[config.mk]
export PLATFORM = sky130hd
export DESIGN_NAME = uart_word_rx_flat
export DESIGN_NICKNAME = d
export VERILOG_FILES = /design/src/rtl/uart_word_rx_if.sv /design/src/rtl/uart_word_rx.sv /design/src/flat_wrapper.sv
export SDC_FILE = /design/constraint.sdc
export NUM_CORES = 1
export LEC_CHECK = 0
export CORE_MARGIN = 4
export CORE_UTILIZATION = 46
export CTS_BUF_LIST = sky130_fd_sc_hd__clkbuf_16
export CTS_CLUSTER_SIZE = 14
export DETAILED_ROUTE_END_ITERATION = 12
export GPL_TIMING_DRIVEN = 0
export PLACE_DENSITY = 0.69
export SETUP_SLACK_MARGIN = 0.5
export SLEW_MARGIN = 10
export SYNTH_ARGS = -nofsm -noshare
export SYNTH_HDL_FRONTEND = slang
export SYNTH_SLANG_ARGS = --single-unit
[constraint.sdc]
create_clock -name Clk -period 2.29 [get_ports Clk]
set_input_delay 0.458 -clock Clk [delete_from_list [all_inputs] [get_ports Clk]]
set_output_delay 0.458 -clock Clk [all_outputs]
set_load 0.1 [all_outputs]
[src/rtl/uart_word_rx_if.sv]
// Purpose : bundles the serial line, rate select and receive results of uart_word_rx.
// Latency : n/a (signal bundle only).
// Backpressure: none; consumers must take Rx_Done / word_valid pulses when they occur.
//
// Signals:
//   Rs232_Rx   serial line, idles high (driven by the board / bench)
//   baud_set   rate select, 0=9600 1=19200 2=38400 3=57600 4..7=115200
//   data_byte  last good byte; Rx_Done pulses when it updates
//   word       last assembled word, MSB byte first; word_valid pulses when it updates
//   frame_err  pulse on a bad stop bit
//   uart_state high while a frame is being received
interface uart_word_rx_if;
    logic        Rs232_Rx;
    logic [2:0]  baud_set;
    logic [7:0]  data_byte;
    logic        Rx_Done;
    logic [31:0] word;
    logic        word_valid;
    logic        frame_err;
    logic        uart_state;

    // master: the side that owns the serial pin and consumes the results
    modport master (
        output Rs232_Rx, baud_set,
        input  data_byte, Rx_Done, word, word_valid, frame_err, uart_state
    );

    // slave: the receiver itself
    modport slave (
        input  Rs232_Rx, baud_set,
        output data_byte, Rx_Done, word, word_valid, frame_err, uart_state
    );
endinterface

[src/rtl/uart_word_rx.sv]
// Purpose : 8N1 UART receiver, 16x oversampled with 2-of-3 majority, packs 4 bytes into a word.
// Latency : Rx_Done one cycle after the stop-bit mid sample; word_valid one cycle after Rx_Done.
// Backpressure: none; results are single-cycle pulses with held data registers.
//
// Ports:
//   Clk    system clock (divider table is built for 50 MHz)
//   Rst_n  asynchronous active-low reset
//   rx_if  uart_word_rx_if.slave: Rs232_Rx/baud_set in; data_byte, Rx_Done,
//          word, word_valid, frame_err, uart_state out
module uart_word_rx #(
    parameter int CLK_FREQ     = 50_000_000,
    parameter int TIMEOUT_BITS = 20
) (
    input  logic          Clk,
    input  logic          Rst_n,
    uart_word_rx_if.slave rx_if
);

    // CLK_FREQ only documents the clock the fixed divider table assumes.
    if (CLK_FREQ != 50_000_000) begin : g_divider_table_assumes_50mhz
    end

    localparam int TO_TICKS = TIMEOUT_BITS * 16;
    localparam int TO_W     = $clog2(TO_TICKS + 1);

    typedef enum logic [1:0] {
        S_IDLE,
        S_START,
        S_DATA,
        S_STOP
    } state_t;

    // Divider reload value per rate; the period is DIV+1 clocks per tick.
    function automatic logic [8:0] div_max(input logic [2:0] sel);
        logic [8:0] v;
        case (sel)
            3'd0:    v = 9'd324;
            3'd1:    v = 9'd161;
            3'd2:    v = 9'd80;
            3'd3:    v = 9'd53;
            default: v = 9'd26;
        endcase
        return v;
    endfunction

    // Synchroniser and edge-detect history
    logic            rx_meta_q, rx_sync_q, rx_prev_q;

    state_t          state_q, state_d;
    logic [2:0]      baud_q, baud_d;
    logic [8:0]      div_q, div_d;
    logic [3:0]      tick_cnt_q, tick_cnt_d;
    logic [2:0]      bit_idx_q, bit_idx_d;
    logic [1:0]      smp_q, smp_d;
    logic [7:0]      shift_q, shift_d;
    logic [7:0]      data_byte_q, data_byte_d;
    logic            rx_done_q, rx_done_d;
    logic [31:0]     wsr_q, wsr_d;
    logic [1:0]      byte_cnt_q, byte_cnt_d;
    logic            word_pend_q, word_pend_d;
    logic [31:0]     word_q, word_d;
    logic            word_valid_q, word_valid_d;
    logic            frame_err_q, frame_err_d;
    logic [TO_W-1:0] to_cnt_q, to_cnt_d;

    logic tick;
    logic start_edge;
    logic maj;

    assign tick       = (div_q == div_max(baud_q));
    assign start_edge = (state_q == S_IDLE) && rx_prev_q && !rx_sync_q;
    // Only meaningful on the tick-9 sample: samples from ticks 7 and 8 plus the current line.
    assign maj        = (smp_q[0] & smp_q[1]) | (smp_q[0] & rx_sync_q) | (smp_q[1] & rx_sync_q);

    // The synchroniser resets to the idle-high line level so reset release
    // never looks like a start edge.
    always_ff @(posedge Clk or negedge Rst_n) begin
        if (!Rst_n) begin
            rx_meta_q <= 1'b1;
            rx_sync_q <= 1'b1;
            rx_prev_q <= 1'b1;
        end else begin
            rx_meta_q <= rx_if.Rs232_Rx;
            rx_sync_q <= rx_meta_q;
            rx_prev_q <= rx_sync_q;
        end
    end

    always_ff @(posedge Clk or negedge Rst_n) begin
        if (!Rst_n) begin
            state_q      <= S_IDLE;
            baud_q       <= 3'd0;
            div_q        <= 9'd0;
            tick_cnt_q   <= 4'd0;
            bit_idx_q    <= 3'd0;
            smp_q        <= 2'b00;
            shift_q      <= 8'h00;
            data_byte_q  <= 8'h00;
            rx_done_q    <= 1'b0;
            wsr_q        <= 32'h0;
            byte_cnt_q   <= 2'd0;
            word_pend_q  <= 1'b0;
            word_q       <= 32'h0;
            word_valid_q <= 1'b0;
            frame_err_q  <= 1'b0;
            to_cnt_q     <= '0;
        end else begin
            state_q      <= state_d;
            baud_q       <= baud_d;
            div_q        <= div_d;
            tick_cnt_q   <= tick_cnt_d;
            bit_idx_q    <= bit_idx_d;
            smp_q        <= smp_d;
            shift_q      <= shift_d;
            data_byte_q  <= data_byte_d;
            rx_done_q    <= rx_done_d;
            wsr_q        <= wsr_d;
            byte_cnt_q   <= byte_cnt_d;
            word_pend_q  <= word_pend_d;
            word_q       <= word_d;
            word_valid_q <= word_valid_d;
            frame_err_q  <= frame_err_d;
            to_cnt_q     <= to_cnt_d;
        end
    end

    always_comb begin
        state_d      = state_q;
        baud_d       = baud_q;
        div_d        = tick ? 9'd0 : div_q + 9'd1;
        tick_cnt_d   = tick_cnt_q;
        bit_idx_d    = bit_idx_q;
        smp_d        = smp_q;
        shift_d      = shift_q;
        data_byte_d  = data_byte_q;
        rx_done_d    = 1'b0;
        wsr_d        = wsr_q;
        byte_cnt_d   = byte_cnt_q;
        word_pend_d  = 1'b0;
        word_d       = word_q;
        word_valid_d = 1'b0;
        frame_err_d  = 1'b0;
        to_cnt_d     = to_cnt_q;

        // The 4th byte lands in wsr_q on the Rx_Done cycle; publish it one cycle later.
        if (word_pend_q) begin
            word_d       = wsr_q;
            word_valid_d = 1'b1;
        end

        case (state_q)
            S_IDLE: begin
                if (start_edge) begin
                    // Rate is latched here; baud_set is ignored for the rest of the frame.
                    state_d    = S_START;
                    baud_d     = rx_if.baud_set;
                    div_d      = 9'd0;
                    tick_cnt_d = 4'd0;
                    to_cnt_d   = '0;
                end else if (byte_cnt_q != 2'd0 && tick) begin
                    // Silent discard of a partial word left idle too long.
                    if (to_cnt_q == TO_W'(TO_TICKS - 1)) begin
                        to_cnt_d   = '0;
                        byte_cnt_d = 2'd0;
                        wsr_d      = 32'h0;
                    end else begin
                        to_cnt_d = to_cnt_q + TO_W'(1);
                    end
                end
            end

            default: begin
                if (tick) begin
                    tick_cnt_d = tick_cnt_q + 4'd1;

                    if (tick_cnt_q == 4'd7) smp_d[0] = rx_sync_q;
                    if (tick_cnt_q == 4'd8) smp_d[1] = rx_sync_q;

                    if (tick_cnt_q == 4'd9) begin
                        case (state_q)
                            S_START: begin
                                if (maj) state_d = S_IDLE;  // false start
                            end
                            S_DATA: begin
                                shift_d = {maj, shift_q[7:1]};  // LSB arrives first
                            end
                            S_STOP: begin
                                // Rest of the stop bit is not watched, so a
                                // back-to-back start edge is never missed.
                                state_d = S_IDLE;
                                if (maj) begin
                                    data_byte_d = shift_q;
                                    rx_done_d   = 1'b1;
                                    wsr_d       = {wsr_q[23:0], shift_q};
                                    if (byte_cnt_q == 2'd3) begin
                                        byte_cnt_d  = 2'd0;
                                        word_pend_d = 1'b1;
                                    end else begin
                                        byte_cnt_d = byte_cnt_q + 2'd1;
                                    end
                                end else begin
                                    frame_err_d = 1'b1;
                                    byte_cnt_d  = 2'd0;
                                    wsr_d       = 32'h0;
                                end
                            end
                            default: ;
                        endcase
                    end

                    if (tick_cnt_q == 4'd15) begin
                        case (state_q)
                            S_START: begin
                                state_d   = S_DATA;
                                bit_idx_d = 3'd0;
                            end
                            S_DATA: begin
                                if (bit_idx_q == 3'd7) state_d = S_STOP;
                                else                   bit_idx_d = bit_idx_q + 3'd1;
                            end
                            default: ;
                        endcase
                    end
                end
            end
        endcase
    end

    assign rx_if.data_byte  = data_byte_q;
    assign rx_if.Rx_Done    = rx_done_q;
    assign rx_if.word       = word_q;
    assign rx_if.word_valid = word_valid_q;
    assign rx_if.frame_err  = frame_err_q;
    assign rx_if.uart_state = (state_q != S_IDLE);

endmodule

[src/flat_wrapper.sv]
// flat-port wrapper written by rule: the top's interface ports become plain ports
module uart_word_rx_flat 
#(
    parameter int CLK_FREQ     = 50_000_000,
    parameter int TIMEOUT_BITS = 20
)
  (Clk, Rst_n, rx_if_Rs232_Rx, rx_if_baud_set, rx_if_data_byte, rx_if_Rx_Done, rx_if_word, rx_if_word_valid, rx_if_frame_err, rx_if_uart_state);
  uart_word_rx_if rx_if_i ();
  input  logic Clk;
  input  logic Rst_n;
  input wire logic [$bits(rx_if_i.Rs232_Rx)-1:0] rx_if_Rs232_Rx;
  input wire logic [$bits(rx_if_i.baud_set)-1:0] rx_if_baud_set;
  output wire logic [$bits(rx_if_i.data_byte)-1:0] rx_if_data_byte;
  output wire logic [$bits(rx_if_i.Rx_Done)-1:0] rx_if_Rx_Done;
  output wire logic [$bits(rx_if_i.word)-1:0] rx_if_word;
  output wire logic [$bits(rx_if_i.word_valid)-1:0] rx_if_word_valid;
  output wire logic [$bits(rx_if_i.frame_err)-1:0] rx_if_frame_err;
  output wire logic [$bits(rx_if_i.uart_state)-1:0] rx_if_uart_state;
  assign rx_if_i.Rs232_Rx = rx_if_Rs232_Rx;
  assign rx_if_i.baud_set = rx_if_baud_set;
  assign rx_if_data_byte = rx_if_i.data_byte;
  assign rx_if_Rx_Done = rx_if_i.Rx_Done;
  assign rx_if_word = rx_if_i.word;
  assign rx_if_word_valid = rx_if_i.word_valid;
  assign rx_if_frame_err = rx_if_i.frame_err;
  assign rx_if_uart_state = rx_if_i.uart_state;
  uart_word_rx #(.CLK_FREQ(CLK_FREQ), .TIMEOUT_BITS(TIMEOUT_BITS)) u_core (.Clk(Clk), .Rst_n(Rst_n), .rx_if(rx_if_i));
endmodule
==> reports/summary.md <==
Per report_power, the combinational group accounts for 19.4% of the total. The run finished, with violations left. The most used flip-flop cell after synthesis is sky130_fd_sc_hd__dfrtp_1. The analysis attributes to net switching a power of 1694 uW. Fill cells in the final layout number 904. After detailed routing, the total wire length is 13.11 mm. The logs give 493 for the post-synthesis cell count and 5618 um2 for the cell area after synthesis. The setup slack after layout came out at -0.03747 ns.

The measured slew at the worst slew-check pin works out to 0.7241 ns. 50 I/O pins were placed. The number of nets in the synthesized netlist was 514; the sequential share of the synthesized area was 53.96%. The maximum clock insertion buffer count came out at 2. On the critical path, the stage with the largest delay is an instance of sky130_fd_sc_hd__or4_4.

The worst pin sits at a relative slew slack of 51.64%. VDD sags by at most 0.0004529 V. The routed via count came out at 4078. For the final count of negative-setup-slack endpoints, the log shows 1. The category of the worst setup path capture point was a register. In this run, flip-flops and latches consume 38.1% of the power. The post-detailed-route count of antenna-violating nets came out at 0. Sorting the synthesized cells by how often they occur yields 118 x sky130_fd_sc_hd__dfrtp_1, 65 x sky130_fd_sc_hd__nand2_1, 49 x sky130_fd_sc_hd__mux2_2, 39 x sky130_fd_sc_hd__inv_1, 38 x sky130_fd_sc_hd__mux2i_1. In the routed layout, each cell is associated on average with a via count of 5.430. The run gives 20.62 mm as the first-pass GRT wire length. Measured on the finished design, the core utilization comes to 64.06%. The final critical-path required period works out to 2.327 ns. The clock network accounts for 42.4% of the total power. The clock drives 121 sinks.

The total area inside the core boundary comes to 11960 um2. The logs give 4 for the H-tree depth reported by CTS and 0 for the number of antenna violations at the first check in global routing. The run gives 690 as the placed instance count. Compared with the post-synthesis result, the final layout area differs by 36.39%. Summed over all instances, the cell type with the most area after synthesis is sky130_fd_sc_hd__dfrtp_1.

The run gives 2.59 ns as the data required time at the worst endpoint. The power per unit of standard cell area came out at 813.3 nW/um2. The checks that failed: negative setup slack. The tree is rooted in a sky130_fd_sc_hd__clkbuf_16. Each instance of the synthesized netlist takes up on average 11.40 um2. The worst setup path is of the register to register kind. The net count of the finished layout is 612.

Prior to clock tree synthesis, the placed netlist has a worst setup slack of -0.2734 ns. Routability-driven placement finished with a final weighted congestion of 0.8211. During synthesis, Yosys emitted a total of 0 warnings. Setup repair after global routing could not meet its margin everywhere. Ranked by total cell area, the synthesized netlist is headed by sky130_fd_sc_hd__dfrtp_1 53%, sky130_fd_sc_hd__mux2_2 9.8%, sky130_fd_sc_hd__mux2i_1 6.8%.

The average wire length per cell after detail routing works out to 17.46 um. The number of enable-type register cells in the synthesized netlist came out at 0. In this run, synthesis produced a sequential element count of 121. The analysis attributes to cell leakage a power of 0.003714 uW. Traced cell by cell, the critical path runs through buf_6, or3b_4, a211oi_4, buf_4, o22ai_4, or4_4, mux2_4. Across the routed clock network, the largest skew measured is 0.006636 ns.

The highest achievable clock rate was 0.4297 GHz; the post-layout instance area was 7662 um2. For the number of global-route vias before repair, the log shows 4004. Cells with a size suffix above 1 make up 40.73% of the layout.

The run gives 0 as the overflow left after global routing. The most common cell in the synthesized netlist is sky130_fd_sc_hd__dfrtp_1. The min-delay analysis places its worst path in the category register to register. The worst setup path is launched from a register. The number of hold violations in the final report was 0; the switching share of power was 27.18%. The count of port buffers added during placement is 49, and the proportion of register bits with asynchronous set or reset after synthesis is 100.0%. The max-slew violation count is 0. The detailed router finished its first iteration with 245 violations. TritonCTS built the clock tree.

The die is 118.5 um tall. The highest fanout seen on the critical path was 4; the data arrival at the endpoint of the critical path was 2.63 ns. After synthesis, the netlist uses 60 different library cells. The die width works out to 118.5 um. The number of design rule violations left after detail routing is 0.

The largest net degree at the start of global routing was 89; the setup total negative slack was -0.03747 ns. The latest clock arrival within the worst-skew pair was 0.42 ns; the placed instance area was 6529 um2. The share of the cycle needed by the critical path after routing is 101.6%. The area enclosed by the die boundary is 14040 um2. Internal power comes to 4538 uW. Global routing used 18.51% of the available tracks.

The total clock buffers created by CTS is 17, and the share of Yosys cell area claimed by the top area cell type is 52.56%. For the number of placement rows, the log shows 40. Once layout is complete, the cells apart from fillers number 751.

After clock tree synthesis, the clock-pin slew on the worst setup and hold paths is 0.05 ns. The tools report the max-cap violation count as 0. The longest individual stage delay on the worst path came out at 0.45 ns.

The final HPWL from detailed placement is 8.060 mm, and the number of detailed-route iterations in the first pass is 7. The effective utilization at floorplan came out at 46.97%. The number of antenna diodes in the final layout is 0.
[sequential cells by signal (all words and copies together) (netlist names), 2 cells and up]
register	cells
u_core.state_q	2
u_core.bit_idx_q	3
u_core.baud_q	3
u_core.div_q	9
u_core.byte_cnt_q	2
u_core.rx_if.word	32
u_core.to_cnt_q	9
u_core.wsr_q	32
u_core.smp_q	2
u_core.shift_q	8
u_core.rx_if.data_byte	8
u_core.tick_cnt_q	4
[worst paths after layout]
path	startpoint	to	slack, ns	cells after the start
setup / recovery	u_core.baud_q[2]	u_core.smp_q[0]	-0.04	7
hold / removal	u_core.rx_meta_q	u_core.rx_sync_q	0.36	0
setup reg to reg	u_core.baud_q[2]	u_core.smp_q[0]	-0.04	7
hold reg to reg	u_core.rx_meta_q	u_core.rx_sync_q	0.36	0
max in group asynchronous	Rst_n	u_core.rx_meta_q	1.00	3
min in group asynchronous	Rst_n	u_core.rx_if.word[29]	0.50	2
[power groups by stage]
stage / registers, uW / logic, uW / clock network (uW)
4_1_cts: 2350 / 958 / 2700
5_1_grt: 2390 / 1290 / 2790
3_3_place_gp: 2380 / 630 / 0
6_report: 2380 / 1210 / 2640
3_5_place_dp: 2380 / 656 / 0
2_1_floorplan: 2350 / 485 / 0
[routing by layer]
layer	global-route usage (%)	wire length, um	part of all wire [%]	vias to the layer above
li1	-	-	-	1912
met1	23.96	5874	45	2064
met2	29.76	6494	50	78
met3	4.354	477	3.6	24
met4	8.110	265	2.0	0
met5	0	0	0	-
[layout make-up]
class	count	area, um2	share of cell area [%]
Timing Repair Buffer	79	683.2	8.916
Multi-Input combinational cell	307	2740	35.76
Inverter	39	155.1	2.025
Tap cell	147	183.9	2.400
Clock inverter	15	160.2	2.090
Clock buffer	17	425.4	5.552
Buffer	26	276.5	3.609
Sequential cell	121	3038	39.65
[cell usage in the layout (no fill, tap or decap), types with 4 or more instances in the layout]
| cell | instances |
|---|---|
| sky130_fd_sc_hd__mux2i_1 | 38 |
| sky130_fd_sc_hd__nand3_4 | 6 |
| sky130_fd_sc_hd__mux2_2 | 46 |
| sky130_fd_sc_hd__a21oi_1 | 5 |
| sky130_fd_sc_hd__clkinvlp_4 | 5 |
| sky130_fd_sc_hd__buf_2 | 33 |
| sky130_fd_sc_hd__dfrtp_2 | 5 |
| sky130_fd_sc_hd__clkbuf_16 | 17 |
| sky130_fd_sc_hd__dfrtp_1 | 113 |
| sky130_fd_sc_hd__clkdlybuf4s18_2 | 10 |
| sky130_fd_sc_hd__mux2_4 | 4 |
| sky130_fd_sc_hd__clkinv_2 | 4 |
| sky130_fd_sc_hd__nor3_2 | 8 |
| sky130_fd_sc_hd__nand2_1 | 64 |
| sky130_fd_sc_hd__ha_1 | 13 |
| sky130_fd_sc_hd__nor2_1 | 10 |
| sky130_fd_sc_hd__buf_12 | 7 |
| sky130_fd_sc_hd__nand4_1 | 4 |
| sky130_fd_sc_hd__nand3_1 | 10 |
| sky130_fd_sc_hd__buf_4 | 18 |
| sky130_fd_sc_hd__and2_1 | 4 |
| sky130_fd_sc_hd__nand2b_1 | 5 |
| sky130_fd_sc_hd__xor2_1 | 7 |
| sky130_fd_sc_hd__o211ai_1 | 5 |
| sky130_fd_sc_hd__inv_1 | 38 |
| sky130_fd_sc_hd__clkdlybuf4s50_1 | 4 |
| sky130_fd_sc_hd__nor3_4 | 5 |
| sky130_fd_sc_hd__buf_6 | 14 |
| sky130_fd_sc_hd__nor2b_1 | 4 |
[stage by stage]
stage | hold slack, ns | power (uW)
final | 0.3580 | 6231
after global routing | 0.3665 | 6475
after CTS | 0.3558 | 6006
after detailed placement | 0.3482 | 3040
after global placement | 0.3491 | 3011
after floorplan | 0.1624 | 2839
[worst max-delay path: cells and delay by family, from the launching register on]
kind | cells | cell delay (ns)
muxes | 1 | 0.31
buffers and inverters | 2 | 0.30
and+or+nand+nor | 2 | 0.83
AOI/OAI and AO/OA | 2 | 0.33
DFF | 1 | 0.44
[timing repair]
| action | 4_1_cts | 5_1_grt |
|---|---|---|
| setup buffers | 13 | 12 |
| setup endpoints to repair | 129 | 112 |
| pin swaps | 11 | 17 |
| cloned | 3 | 0 |
| hold buffers | 1 | 0 |
| hold endpoints to repair | 33 | 0 |
| gates resized for setup | 213 | 96 |
[kinds of logic after synthesis]
family                     synth area share [%]
xor gates and xnor gates                  1.247
DFF                                       53.96
muxes                                     16.86
and+or+nand+nor                           13.41
adders and majority gates                 3.519
AOI/OAI and AO/OA                         6.036
buffers and inverters                     4.966
No activity file was read; power rests on OpenSTA's default activity.
